$ cat config.mk
export PLATFORM = sky130hd
export DESIGN_NAME = dm_port_arbiter
export DESIGN_NICKNAME = d
export VERILOG_FILES = /design/src/rtl/dm_port_arbiter.sv
export SDC_FILE = /design/constraint.sdc
export NUM_CORES = 1
export LEC_CHECK = 0
export CORE_ASPECT_RATIO = 1.2
export CORE_MARGIN = 3
export CORE_UTILIZATION = 39
export DETAILED_ROUTE_END_ITERATION = 8
export GPL_ROUTABILITY_DRIVEN = 0
export PLACE_DENSITY = 0.8
export REMOVE_ABC_BUFFERS = 1
export SLEW_MARGIN = 15
export SYNTH_ARGS = -nofsm -noshare
export SYNTH_HDL_FRONTEND = slang
export SYNTH_SLANG_ARGS = --single-unit
export TNS_END_PERCENT = 30
$ cat constraint.sdc
create_clock -name clk -period 2.9 [get_ports clk]
set_input_delay 0.725 -clock clk [delete_from_list [all_inputs] [get_ports clk]]
set_output_delay 0.725 -clock clk [all_outputs]
set_load 0.02 [all_outputs]
$ cat src/rtl/dm_port_arbiter.sv
// dm_port_arbiter
//   Shares the single data-memory port between two requesters: r0 (CPU
//   M-stage load/store path) and r1 (secondary master, e.g. debug or DMA).
//   Round-robin grant with one transaction in flight. Store data is
//   lane-shifted with matching byte enables. Misaligned or reserved ops get
//   an error response without touching memory. Loads return the raw 32-bit
//   word; lane extraction and sign extension happen downstream.
// Parameters
//   MEM_LAT        cycles from the issue cycle to m_rdata valid (>= 1)
// Ports
//   clk, reset     clock; synchronous active-high reset
//   rN_req_valid   request present (N = 0, 1); fields stable until accepted
//   rN_req_ready   request accepted this cycle (combinational, IDLE only)
//   rN_addr        byte address
//   rN_wdata       right-aligned store data
//   rN_op          00 word, 01 half, 10 byte, 11 reserved
//   rN_we          1 = store, 0 = load
//   rN_resp_valid  one-cycle completion pulse to the owner
//   rN_rdata       raw read word (0 for stores and errors), held between responses
//   rN_err         bad access flag, held between responses
//   m_addr         word-aligned memory address (ISSUE cycle only)
//   m_wdata        lane-shifted store data (ISSUE cycle only)
//   m_byteen       store byte enables (ISSUE cycle only)
//   m_re           load strobe (ISSUE cycle only)
//   m_rdata        memory read data, valid MEM_LAT cycles after issue
module dm_port_arbiter #(
  parameter int unsigned MEM_LAT = 1
) (
  input  logic        clk,
  input  logic        reset,
  input  logic        r0_req_valid,
  output logic        r0_req_ready,
  input  logic [31:0] r0_addr,
  input  logic [31:0] r0_wdata,
  input  logic [1:0]  r0_op,
  input  logic        r0_we,
  output logic        r0_resp_valid,
  output logic [31:0] r0_rdata,
  output logic        r0_err,
  input  logic        r1_req_valid,
  output logic        r1_req_ready,
  input  logic [31:0] r1_addr,
  input  logic [31:0] r1_wdata,
  input  logic [1:0]  r1_op,
  input  logic        r1_we,
  output logic        r1_resp_valid,
  output logic [31:0] r1_rdata,
  output logic        r1_err,
  output logic [31:0] m_addr,
  output logic [31:0] m_wdata,
  output logic [3:0]  m_byteen,
  output logic        m_re,
  input  logic [31:0] m_rdata
);

  localparam int unsigned CW = (MEM_LAT < 2) ? 1 : $clog2(MEM_LAT + 1);

  typedef enum logic [1:0] {IDLE, ISSUE, WAIT, RESP} state_t;

  state_t        state, state_n;
  logic          rr_ptr;      // last owner; the other side wins a tie
  logic          owner_q;
  logic          we_q;
  logic [CW-1:0] cnt;

  logic          sel, accept, bad;
  logic [31:0]   a_addr, a_wdata;
  logic [1:0]    a_op;
  logic          a_we;
  logic [31:0]   lane_wdata;
  logic [3:0]    lane_be;
  logic          resp_set, resp_owner, resp_err;
  logic [31:0]   resp_data;

  // Arbitration, request mux, alignment and lane placement
  always_comb begin
    sel          = r1_req_valid & (~r0_req_valid | ~rr_ptr);
    r0_req_ready = (state == IDLE) & r0_req_valid & ~sel;
    r1_req_ready = (state == IDLE) & r1_req_valid & sel;
    accept       = r0_req_ready | r1_req_ready;

    a_addr  = sel ? r1_addr  : r0_addr;
    a_wdata = sel ? r1_wdata : r0_wdata;
    a_op    = sel ? r1_op    : r0_op;
    a_we    = sel ? r1_we    : r0_we;

    case (a_op)
      2'b00:   bad = (a_addr[1:0] != 2'b00);
      2'b01:   bad = a_addr[0];
      2'b10:   bad = 1'b0;
      default: bad = 1'b1;
    endcase

    case (a_op)
      2'b00: begin
        lane_be    = 4'b1111;
        lane_wdata = a_wdata;
      end
      2'b01: begin
        lane_be    = a_addr[1] ? 4'b1100 : 4'b0011;
        lane_wdata = a_addr[1] ? {a_wdata[15:0], 16'h0000} : {16'h0000, a_wdata[15:0]};
      end
      default: begin
        lane_be    = 4'b0001 << a_addr[1:0];
        lane_wdata = {24'h000000, a_wdata[7:0]} << {a_addr[1:0], 3'b000};
      end
    endcase
  end

  // Next state; resp_* describe the per-port result registered on entry to RESP
  always_comb begin
    state_n    = state;
    resp_set   = 1'b0;
    resp_owner = owner_q;
    resp_err   = 1'b0;
    resp_data  = '0;
    case (state)
      IDLE: begin
        if (accept) begin
          if (bad) begin
            state_n    = RESP;
            resp_set   = 1'b1;
            resp_owner = sel;
            resp_err   = 1'b1;
          end else begin
            state_n = ISSUE;
          end
        end
      end
      ISSUE: begin
        if (we_q) begin
          state_n  = RESP;
          resp_set = 1'b1;
        end else begin
          state_n = WAIT;
        end
      end
      WAIT: begin
        if (cnt == CW'(1)) begin
          state_n   = RESP;
          resp_set  = 1'b1;
          resp_data = m_rdata;
        end
      end
      RESP:    state_n = IDLE;
      default: state_n = IDLE;
    endcase
  end

  always_comb begin
    r0_resp_valid = (state == RESP) & ~owner_q;
    r1_resp_valid = (state == RESP) & owner_q;
  end

  always_ff @(posedge clk) begin
    if (reset) begin
      state    <= IDLE;
      rr_ptr   <= 1'b1;
      owner_q  <= 1'b0;
      we_q     <= 1'b0;
      cnt      <= '0;
      m_addr   <= '0;
      m_wdata  <= '0;
      m_byteen <= '0;
      m_re     <= 1'b0;
      r0_rdata <= '0;
      r0_err   <= 1'b0;
      r1_rdata <= '0;
      r1_err   <= 1'b0;
    end else begin
      state    <= state_n;
      // Memory strobes are loaded on accept so they are live only in ISSUE
      m_addr   <= '0;
      m_wdata  <= '0;
      m_byteen <= '0;
      m_re     <= 1'b0;
      if (accept) begin
        owner_q <= sel;
        rr_ptr  <= sel;
        we_q    <= a_we;
        if (!bad) begin
          m_addr <= {a_addr[31:2], 2'b00};
          if (a_we) begin
            m_wdata  <= lane_wdata;
            m_byteen <= lane_be;
          end else begin
            m_re <= 1'b1;
          end
        end
      end
      if (state == ISSUE && !we_q) cnt <= CW'(MEM_LAT);
      if (state == WAIT)           cnt <= cnt - CW'(1);
      if (resp_set) begin
        if (resp_owner) begin
          r1_rdata <= resp_data;
          r1_err   <= resp_err;
        end else begin
          r0_rdata <= resp_data;
          r0_err   <= resp_err;
        end
      end
    end
  end

endmodule

==> summary.md, run 1 <==
| Metric | Value |
|---|---|
| Asr flop ratio synth | `0%` |
| Die area | `around 16000 sq um` |
| Final min period | `roughly 2.7 ns` |
| Main combinational cell family by area after synthesis | `compound AO/OA/AOI/OAI gates` |
| # Post-CTS Setup Buffers | `0` |
| Fin crit share | `92.6%` |
| Comb pwr share | `29.8%` |
| Commonest non-fill, non-tap cells in the layout | `clkdlybuf4s50_1, nand2_1, dfxtp_1, o2bb2ai_1, nor2_1` |
| Nature of the critical path endpoint | `primary output` |
| I/O Buffers | `306` |
| Final setup viols | `0` |
| Worst EP arrival | `1.96 ns` |
| Number of synthesized flops with an enable pin | `0` |
| Largest net degree at the start of global routing | `42` |
| Initial DRC count | `between 500 and 600` |
| Leakage power | `0.00363 uW` |
| Yosys warnings | `0` |
| Starting Density | `between 30 and 40%` |
| VDD IR max | `around 0.00036 V` |
| Fin area | `~10000 sq um` |
| Status | `finished clean` |
| Share of layout cells above drive strength 1 | `9.09%` |
| WHS Endpoint | `r0_rdata[14]` |
| Sequential area share after synthesis | `between 40% and 50%` |
| Cell depth of the worst flop-to-flop path | `8` |
| Synth cell types | `51` |
| Hold WC Path Type | `flop to flop` |
| Resized cells post-CTS | `1` |
| Routed wl met2 | `10500 um` |
| Net Sw Frac | `around 33%` |
| Post-DP HPWL | `16000 um` |
| Slew Limit Fails | `0` |
| Switching pwr | `1960 uW` |
| Via count | `6245` |
| Drt drc | `0` |
| I/O pin total | `309` |
| Unrepaired setup endpoints after global routing | `false` |
| Worst-case clock skew | `~0.0084 ns` |
| Vias in the first global route | `6322` |
| Worst-Margin Slew | `0.566 ns` |
| Hold path depth | `1` |
| # fillers | `1134` |
| FMAX | `approximately 370 MHz` |
| WL met3 | `2520 um` |
| Crit-path max FO | `3` |
| Synth Area in Adders | `1.30%` |
| Reg2reg start | `state[1]` |
| Longest Clk Path Bufs | `2` |
| Startpoint types | `primary input` |
| Synth Area in Compound Gates | `between 20% and 30%` |
| Final hold violations | `0` |
| Top sig layer | `met4` |
| Min-delay src | `r0_rdata[14]` |
| Routed WL | `21900 um` |
| Mux contribution to synthesized area | `approximately 2.4%` |
| Max-cap violations | `0` |
| All-Layer GR Usage | `26.3%` |
| Worst path required time | `2.17 ns` |
| Synth Area in XOR/XNOR | `0%` |
| M1 WL | `8260 um` |
| Crit Path Category | `primary input to primary output` |
| Area share of and/or/nand/nor cells after synthesis | `17.0%` |
| Int Pwr | `slightly below 4000 uW` |
| Placed standard-cell area | `9220 sq um` |
| Clk sinks | `139` |
| Pwr Density | `between 600 and 700 nW/um^2` |
| Area Growth Syn to Fin | `69.2%` |
| Commonest non-fill, non-tap cell in the layout | `clkdlybuf4s50_1` |
| Global-route wire length before repair | `33500 um` |
| Slew HR | `61.8%` |
| Post-synthesis register bit count | `139` |
| Worst-path clk slew | `0.06 ns` |
| H-tree depth | `4` |
| TritonRoute pass-1 iters | `6` |
| WL per Instance | `18.8 um` |
| Hold_buf cts | `0` |
| N_diodes | `0` |
| Width of the die | `between 100 and 150 um` |
| Clk_lat worst skew | `0.42 ns` |
| Share of power burned in registers | `35.4%` |
| CTS tree | `yes` |
| Die height | `139 um` |
| Min Hold Slack | `0.459 ns` |
| CTS root buffer | `clkbuf_16` |
| Post-Synthesis Cells | `639` |
| Clock power frac | `34.7%` |
| Row count | `48` |
| Reg2reg end | `r0_rdata[10]` |
| Worst R2R Setup Slack | `around 0.64 ns` |
| Post-layout nets | `1131` |
| CORE AREA | `14500 sq um` |
| Synthesized area | `5780 sq um` |
| Routed vias/inst | `5.35` |
| Most used DFF post-synth | `dfxtp_1` |
| Post-Syn Area per Cell | `9.05 sq um` |
| CTS buffer count | `17` |
| Initial antenna violation count | `0` |
| Antenna-violating nets left | `0` |
| Overflow after GRT | `0` |
## cells in the mapped netlist, types with 2 or more instances
master     instances  area, sq um
inv_1              9         33.8
a21oi_1           47          235
a222oi_1           8         80.1
o22a_1             3         26.3
a31oi_1            5         31.3
nor3b_1            2         15.0
o32a_1             4         40.0
a22oi_2            3         37.5
and3_1             4         25.0
ha_1               6         75.1
buf_1              2         7.51
buf_2             19         95.1
a311oi_1           2         17.5
a221oi_1          28          245
nand3_1            7         35.0
and2_1             3         18.8
nor3_1             6         30.0
nand2_1          141          529
buf_6              6         67.6
buf_4              4         30.0
dfxtp_1          139         2780
nor2b_1           13         81.3
a211oi_1           8         60.1
nor2_1            49          184
o2bb2ai_1         64          561
nand4_1            2         12.5
mux2i_1           10          100
nand2b_1           2         12.5
clkbuf_1          20         75.1
a221oi_4           2         52.6
## through the flow
step                      total power (uW)  utilization (%)  std cells  TNS (ns)  setup slack (ns)
final                                 5890             67.6       1168         0             0.214
after global routing                  6170             67.6       1168         0             0.181
after CTS                             5920             67.6       1168         0           0.00553
after detailed placement              3870             63.7       1136    -0.139           -0.0501
after global placement                3860             63.7       1136   -0.0288           -0.0288
after floorplan                       2990                -        589   -113.70             -1.55
## cell type report
class / count / area [sq um] / share of cell area (%)
clock buffers: 17 / 425 / 4.35
clock inverters: 15 / 134 / 1.37
inverters: 9 / 33.8 / 0.345
multi-input cells: 441 / 2710 / 27.7
flip-flops and latches: 139 / 2780 / 28.4
well taps: 200 / 250 / 2.56
repair buffers: 347 / 3450 / 35.2
## layer usage
layer / vias up / GRT usage (%)
li1: 2946 / -
met1: 2871 / 30.1
met2: 380 / 43.6
met3: 48 / 10.8
met4: 0 / 9.42
met5: - / 0
## power by group through the flow
stage          logic, uW  registers, uW  clock network [uW]
6_report            1760           2090                2050
5_1_grt             1900           2100                2170
4_1_cts             1750           2090                2080
3_5_place_dp        1750           2130                   0
3_3_place_gp        1730           2130                   0
2_1_floorplan        793           2200                   0
## worst max-delay path: stages
cell and delay, ns:
clkdlybuf4s50_1 0.48, a21bo_2 0.25, and3_1 0.18, dlygate4sd2_1 0.32
## worst max path at each step
stage / slack (ns) / end / from / cells after the start
5_1_grt: 0.18 / r0_req_ready / r1_req_valid / 4
4_1_cts: 0.006 / r1_req_ready / r1_req_valid / 5
2_1_floorplan: -1.55 / r1_rdata[0] / r1_req_valid / 4
3_3_place_gp: -0.03 / r0_req_ready / r0_req_valid / 4
6_report: 0.21 / r0_req_ready / r0_req_valid / 4
3_5_place_dp: -0.05 / m_addr[25] / r1_req_valid / 9
## state kept, by name, summed over array words and instances, names as in the netlist
signal,cells
cnt,1
m_addr,30
m_byteen,4
m_re,1
m_wdata,32
owner_q,1
r0_err,1
r0_rdata,32
r1_err,1
r1_rdata,32
rr_ptr,1
state,2
we_q,1
## logic make-up after synthesis
| kind of cell | Yosys count |
|---|---|
| buffers and inverters | 60 |
| AND/OR/NAND/NOR | 233 |
| multiplexers | 13 |
| flip-flops | 139 |
| AO/OA/AOI/OAI | 187 |
| adder cells (fa/ha/maj) | 6 |
| other | 1 |
No activity file was read; power rests on OpenSTA's default activity.
==> run 2, diff against run 1 <==
--- a/config.mk
+++ b/config.mk
@@ -7,11 +7,12 @@
 export LEC_CHECK = 0
 export CORE_ASPECT_RATIO = 1.2
 export CORE_MARGIN = 3
-export CORE_UTILIZATION = 39
+export CORE_UTILIZATION = 36
 export DETAILED_ROUTE_END_ITERATION = 8
 export GPL_ROUTABILITY_DRIVEN = 0
-export PLACE_DENSITY = 0.8
+export PLACE_DENSITY = 0.78
 export REMOVE_ABC_BUFFERS = 1
+export SKIP_LAST_GASP = 1
 export SLEW_MARGIN = 15
 export SYNTH_ARGS = -nofsm -noshare
 export SYNTH_HDL_FRONTEND = slang
==> constraint.sdc (replaced) <==
create_clock -name clk -period 2.2 [get_ports clk]
set_input_delay 0.55 -clock clk [delete_from_list [all_inputs] [get_ports clk]]
set_output_delay 0.55 -clock clk [all_outputs]
set_load 0.02 [all_outputs]
==> run 2 against run 1 <==
  * Clock skew rose by 0.00054 ns
  * Sequential share of layout area shrank 1.6 points
  * Routed wire length grew 8.7%
  * Final area is 6.4% higher
  * Via count rose by 2.7%
  * Critical path type is now primary input to flop
  * Largest cell class unchanged
==> summary.md, run 2 (synthesis gave the netlist of run 1 again) <==
| Metric | Value |
|---|---|
| Share of power burned in registers | `32.0% (-3.4 points)` |
| # fillers | `1276 (+13%)` |
| DP Cell Count | `1171 (+3.1%)` |
| Overflow after GRT | `0 (unchanged)` |
| Via count | `6414 (+2.7%)` |
| Initial antenna violation count | `1 (+1)` |
| Routed WL | `23800 um (+8.7%)` |
| Int Pwr | `6010 uW (+53%)` |
| Share of layout cells above drive strength 1 | `14.4% (+5.3 points)` |
| Drt drc | `0 (unchanged)` |
| Global-route wire length before repair | `34000 um (+1.6%)` |
| Critical-path top delay cell | `clkdlybuf4s50_1` |
| Unrepaired setup endpoints after global routing | `true` |
| All-Layer GR Usage | `24.9% (-1.4 points)` |
| Longest Clk Path Bufs | `2 (unchanged)` |
| CTS root buffer | `clkbuf_16` |
| Crit Path Category | `primary input to flop` |
| Setup_tns | `0 ns (unchanged)` |
| Largest regs | `m_wdata x32, r0_rdata x32, r1_rdata x32` |
| Worst path required time | `2.52 ns (+0.35 ns)` |
| Hold WC Path Type | `flop to flop` |
| Worst-Margin Slew | `0.537 ns (-0.0292 ns)` |
| Max-cap violations | `0 (unchanged)` |
| Slew HR | `63.8% (+2.0 points)` |
| Status | `finished clean` |
| Die height | `145 um (+3.9%)` |
| Width of the die | `122 um (+3.9%)` |
| Die area | `17600 sq um (+7.9%)` |
| Crit-path max FO | `16 (+13)` |
| Routed vias/inst | `5.27 (-1.3%)` |
| Startpoint types | `primary input` |
| Min Hold Slack | `0.465 ns (+0.00599 ns)` |
| WL per Instance | `19.6 um (+4.4%)` |
| Nature of the critical path endpoint | `flop` |
| Net Sw Frac | `30.9% (-2.5 points)` |
| Commonest non-fill, non-tap cells in the layout | `clkdlybuf4s50_1, nand2_1, dfxtp_1, buf_4, o2bb2ai_1` |
| Worst EP arrival | `2.52 ns (+0.56 ns)` |
| Buf/Inv on CP | `3 (+1)` |
| CP max stage delay | `0.50 ns (+0.02 ns)` |
| Delay-heaviest family, CP | `buffers and inverters` |
| Final setup viols | `0 (unchanged)` |
| Final Non-Filler Cells | `1216 (+4.1%)` |
| Worst-case clock skew | `0.00898 ns (+0.000536 ns)` |
| Clk sinks | `139 (unchanged)` |
| CORE AREA | `15700 sq um (+8.5%)` |
| Vias in the first global route | `6229 (-1.5%)` |
| Largest net degree at the start of global routing | `33 (-21%)` |
| Starting Density | `36.8% (-3.1 points)` |
| Post-DP HPWL | `16900 um (+5.3%)` |
| CP Cell Sequence | `clkdlybuf4s50_1 > nand2b_1 > a22oi_2 > mux2_4 > a221oi_4 > buf_12 > clkbuf_16 > o2bb2ai_1` |
| Final hold violations | `0 (unchanged)` |
| Comb pwr share | `31.1% (+1.3 points)` |
| CTS tree | `yes` |
| Pwr Density | `836 nW/um^2 (+39%)` |
| Commonest non-fill, non-tap cell in the layout | `clkdlybuf4s50_1` |
| Final min period | `around 2.2 ns` |
| Row count | `50 (+4.2%)` |
| N_diodes | `0 (unchanged)` |
| Antenna-violating nets left | `0 (unchanged)` |
| Clk_lat worst skew | `0.41 ns (about the same)` |
| Fin crit share | `99.9%` |
| Post-layout nets | `1171 (+3.5%)` |
| I/O pin total | `309 (unchanged)` |
| CTS buffer count | `17 (unchanged)` |
| H-tree depth | `4 (unchanged)` |
| VDD IR max | `0.000408 V (+13%)` |
| Clock power frac | `36.9% (+2.2 points)` |
| I/O Buffers | `306 (unchanged)` |
| Switching pwr | `2680 uW (+37%)` |
| Area Growth Syn to Fin | `80.0%` |
| FMAX | `455 MHz` |
| Initial DRC count | `489 (-9.6%)` |
| Slew Limit Fails | `0 (unchanged)` |
| Leakage power | `0.00397 uW (+9.3%)` |
| Worst-path clk slew | `0.06 ns (about the same)` |
| TritonRoute pass-1 iters | `8 (+2)` |
## run 2: per-stage QoR
| stage | area [sq um] | worst slack [ns] | power (uW) | utilization, % |
|---|---|---|---|---|
| floorplan | 5510 | -2.07 | 3950 | - |
| global placement | 9450 | -0.436 | 5150 | 60.2 |
| detailed placement | 9450 | -0.496 | 5190 | 60.2 |
| CTS | 10300 | -0.148 | 8480 | 65.3 |
| global route | 10400 | -0.0430 | 9030 | 66.3 |
| finish | 10400 | 0.00135 | 8700 | 66.3 |
## run 2: final cells by class
class / instances / area, sq um / share of cell area [%]
multi-input combinational: 441 / 2800 / 26.9
sequential: 139 / 2790 / 26.8
tap: 208 / 260 / 2.50
timing repair buffer: 387 / 3870 / 37.1
inverter: 9 / 36.3 / 0.349
clock buffer: 18 / 429 / 4.12
clock inverter: 14 / 231 / 2.22
## run 2: power by group through the flow
| stage | Clock (uW) | Combinational [uW] | Sequential [uW] |
|---|---|---|---|
| floorplan | 0 | 1050 | 2900 |
| global placement | 0 | 2350 | 2800 |
| detailed placement | 0 | 2380 | 2810 |
| CTS | 3260 | 2460 | 2760 |
| global route | 3360 | 2870 | 2800 |
| finish | 3210 | 2700 | 2780 |
## run 2: timing repair
item / CTS / global route
endpoints found under the setup margin: 42 / 72
pin swaps: 4 / 5
hold buffers: 0 / 0
endpoints found under the hold margin: 0 / 0
cloned: 2 / 3
gates resized for setup: 24 / 21
buffers inserted: 4 / 5
## run 2: worst paths after layout
check | slack (ns) | end | cells past startpoint | startpoint
max | 0.001 | r0_rdata[28] | 8 | r0_addr[1]
min | 0.46 | r0_rdata[7] | 1 | r0_rdata[7]
max reg2reg | 0.03 | r1_rdata[6] | 11 | state[1]
min reg2reg | 0.46 | r0_rdata[7] | 1 | r0_rdata[7]
## run 2: metal layers
metal | up-vias | track usage (%) | part of all wire [%]
li1 | 3023 | - | -
met1 | 2985 | 27.4 | 37
met2 | 366 | 44.6 | 51
met3 | 38 | 8.51 | 9.9
met4 | 2 | 8.97 | 2.1
met5 | - | 0 | 0.055
==> run 3, diff against run 2 <==
--- a/config.mk
+++ b/config.mk
@@ -6,12 +6,10 @@
 export NUM_CORES = 1
 export LEC_CHECK = 0
 export CORE_ASPECT_RATIO = 1.2
-export CORE_MARGIN = 3
 export CORE_UTILIZATION = 36
 export DETAILED_ROUTE_END_ITERATION = 8
 export GPL_ROUTABILITY_DRIVEN = 0
 export PLACE_DENSITY = 0.78
-export REMOVE_ABC_BUFFERS = 1
 export SKIP_LAST_GASP = 1
 export SLEW_MARGIN = 15
 export SYNTH_ARGS = -nofsm -noshare
==> run 3 against run 2 <==
  * Clock skew increased by 0.00058 ns
  * Worst hold slack worse by 0.0044 ns
  * Combinational power down 3%
  * Core utilization down 0.35 points
  * Routed wire length decreased by 4.9%
  * Final area is 0.93% lower
  * Clock power decreased by 9.0%
  * Critical path depth unchanged
  * Critical path type unchanged
  * Highest routed layer is now met4
==> summary.md, run 3 (synthesis gave the netlist of run 1 again) <==
| Metric | Value |
|---|---|
| Status | `finished clean` |
| Worst path required time | `2.55 ns (+0.03 ns)` |
| CORE AREA | `15600 sq um (-0.40%)` |
| Critical-path top delay cell | `clkdlybuf4s50_1` |
| I/O pin total | `309 (unchanged)` |
| Startpoint types | `primary input` |
| Nature of the critical path endpoint | `flop` |
| Final setup viols | `0 (unchanged)` |
| Initial DRC count | `391 (-20%)` |
| DP Worst Slack | `-0.464 ns (+0.0323 ns)` |
| Overall power | `8280 uW (-4.8%)` |
| DP Cell Count | `1177 (+0.51%)` |
| Worst Slack Setup Final | `0.0408 ns (+0.0395 ns)` |
| Die area | `16600 sq um (-6.0%)` |
| Die height | `141 um (-2.8%)` |
| Share of layout cells above drive strength 1 | `13.7% (-0.71 points)` |
| Overflow after GRT | `0 (unchanged)` |
| Via count | `6421 (+0.11%)` |
| Slew Limit Fails | `0 (unchanged)` |
| Delay-heaviest family, CP | `buffers and inverters` |
| VDD IR max | `0.000564 V (+38%)` |
| Worst-case clock skew | `0.00956 ns (+0.000581 ns)` |
| CP Cell Sequence | `clkdlybuf4s50_1 > nand2b_1 > a22oi_2 > mux2_2 > a221oi_4 > buf_4 > buf_12 > o2bb2ai_1` |
| Hold WC Path Type | `flop to flop` |
| Antenna-violating nets left | `0 (unchanged)` |
| Starting Density | `37.0% (+0.15 points)` |
| Final min period | `2.16 ns (-0.0395 ns)` |
| Worst EP arrival | `2.51 ns (about the same)` |
| Initial antenna violation count | `2 (+1)` |
| Slew HR | `62.7% (-1.0 points)` |
| CP max stage delay | `0.54 ns (+0.04 ns)` |
| Largest regs | `m_wdata x32, r0_rdata x32, r1_rdata x32` |
| TritonRoute pass-1 iters | `6 (-2)` |
| # fillers | `1294 (+1.4%)` |
| All-Layer GR Usage | `26.7% (+1.8 points)` |
| I/O Buffers | `306 (unchanged)` |
| Max-cap violations | `0 (unchanged)` |
| Worst R2R Setup Slack | `0.10 ns (+0.07 ns)` |
| Cell depth of the worst flop-to-flop path | `10 (-1)` |
| Worst setup path start | `r0_addr[1]` |
| Width of the die | `118 um (-3.3%)` |
| Placed standard-cell area | `9530 sq um (+0.87%)` |
| Row count | `50 (unchanged)` |
| Longest Clk Path Bufs | `2 (unchanged)` |
| CTS root buffer | `clkbuf_16` |
| Pwr Density | `803 nW/um^2 (-3.9%)` |
| Final hold violations | `0 (unchanged)` |
| Hold path depth | `1 (unchanged)` |
| Crit-path max FO | `16 (unchanged)` |
| Commonest non-fill, non-tap cell in the layout | `clkdlybuf4s50_1` |
| Vias in the first global route | `6409 (+2.9%)` |
| H-tree depth | `4 (unchanged)` |
| Fin crit share | `98.1% (-1.8 points)` |
| Worst-path clk slew | `0.07 ns (about the same)` |
| Crit Path Category | `primary input to flop` |
| Area Growth Syn to Fin | `78.4%` |
| CTS tree | `yes` |
| Post-layout nets | `1172 (+0.085%)` |
| FMAX | `463 MHz (+1.8%)` |
| Worst-Margin Slew | `0.552 ns (+0.0150 ns)` |
| Routed WL | `22700 um (-4.9%)` |
| Buf/Inv on CP | `3 (unchanged)` |
| Commonest non-fill, non-tap cells in the layout | `clkdlybuf4s50_1, nand2_1, dfxtp_1, buf_4, o2bb2ai_1` |
| Global-route wire length before repair | `34500 um (+1.4%)` |
| Min-delay src | `r0_rdata[1]` |
| WHS Endpoint | `r0_rdata[1]` |
| Reg2reg end | `r1_rdata[28]` |
| WL per Instance | `18.6 um (-5.1%)` |
| Clk_lat worst skew | `0.43 ns (+0.02 ns)` |
| CTS buffer count | `17 (unchanged)` |
| Fin area | `10300 sq um (-0.93%)` |
| Clk sinks | `139 (unchanged)` |
| Post-DP HPWL | `16500 um (-1.9%)` |
| Leakage power | `0.00394 uW (-0.59%)` |
| Unrepaired setup endpoints after global routing | `true` |
| Drt drc | `0 (unchanged)` |
| Multi-input gate area | `2760 sq um (-1.4%)` |
| Largest net degree at the start of global routing | `33 (unchanged)` |
| FF+latch area | `2780 sq um (-0.27%)` |
| Routed vias/inst | `5.27 (-0.14%)` |
| Final Non-Filler Cells | `1219 (+0.25%)` |
| Reg2reg start | `state[1]` |
## run 3: where the power goes
group | switching (uW) | internal (uW) | leakage, uW | total (uW)
Clock | 1300 | 1620 | 0.000292 | 2920
Sequential | 78.5 | 2650 | 0.00112 | 2730
Combinational | 1380 | 1240 | 0.00253 | 2620
## run 3: routing by layer
metal,up-vias,track usage (%),wire (um)
met5,-,0,0
li1,3024,-,-
met1,3015,29.9,8620
met3,64,7.00,1720
met2,318,46.6,11400
met4,0,14.0,909
## run 3: area by class of cell
class	instances	area share, %
multi-input combinational	441	26.7
clock inverter	15	1.71
antenna	2	0.0485
clock buffer	17	4.13
timing repair buffer	388	37.6
tap	208	2.52
inverter	9	0.328
sequential	139	27.0
## run 3: through the flow
stage	TNS [ns]	utilization [%]	hold slack (ns)
4_1_cts	-2.38	65.3	0.464
6_report	0	65.9	0.460
5_1_grt	-0.550	65.9	0.476
3_5_place_dp	-46.97	60.9	0.446
2_1_floorplan	0	-	0.476
3_3_place_gp	-45.10	60.9	0.443
## run 3: worst max path at each step
stage	endpoint	slack, ns	depth (start not counted)
6_report	r0_rdata[24]	0.04	8
2_1_floorplan	r1_rdata[10]	0.11	6
3_5_place_dp	r1_rdata[8]	-0.46	7
3_3_place_gp	r0_req_ready	-0.46	4
4_1_cts	r0_req_ready	-0.16	4
5_1_grt	r0_rdata[24]	-0.04	8
## run 3: repair_timing
action                                 CTS  global route
gates cloned                             2             2
endpoints found under the hold margin    0             0
hold buffers                             0             0
resized for setup                       13            16
setup buffers                            2             3
pin swaps                                1             4
setup endpoints to repair               20           103
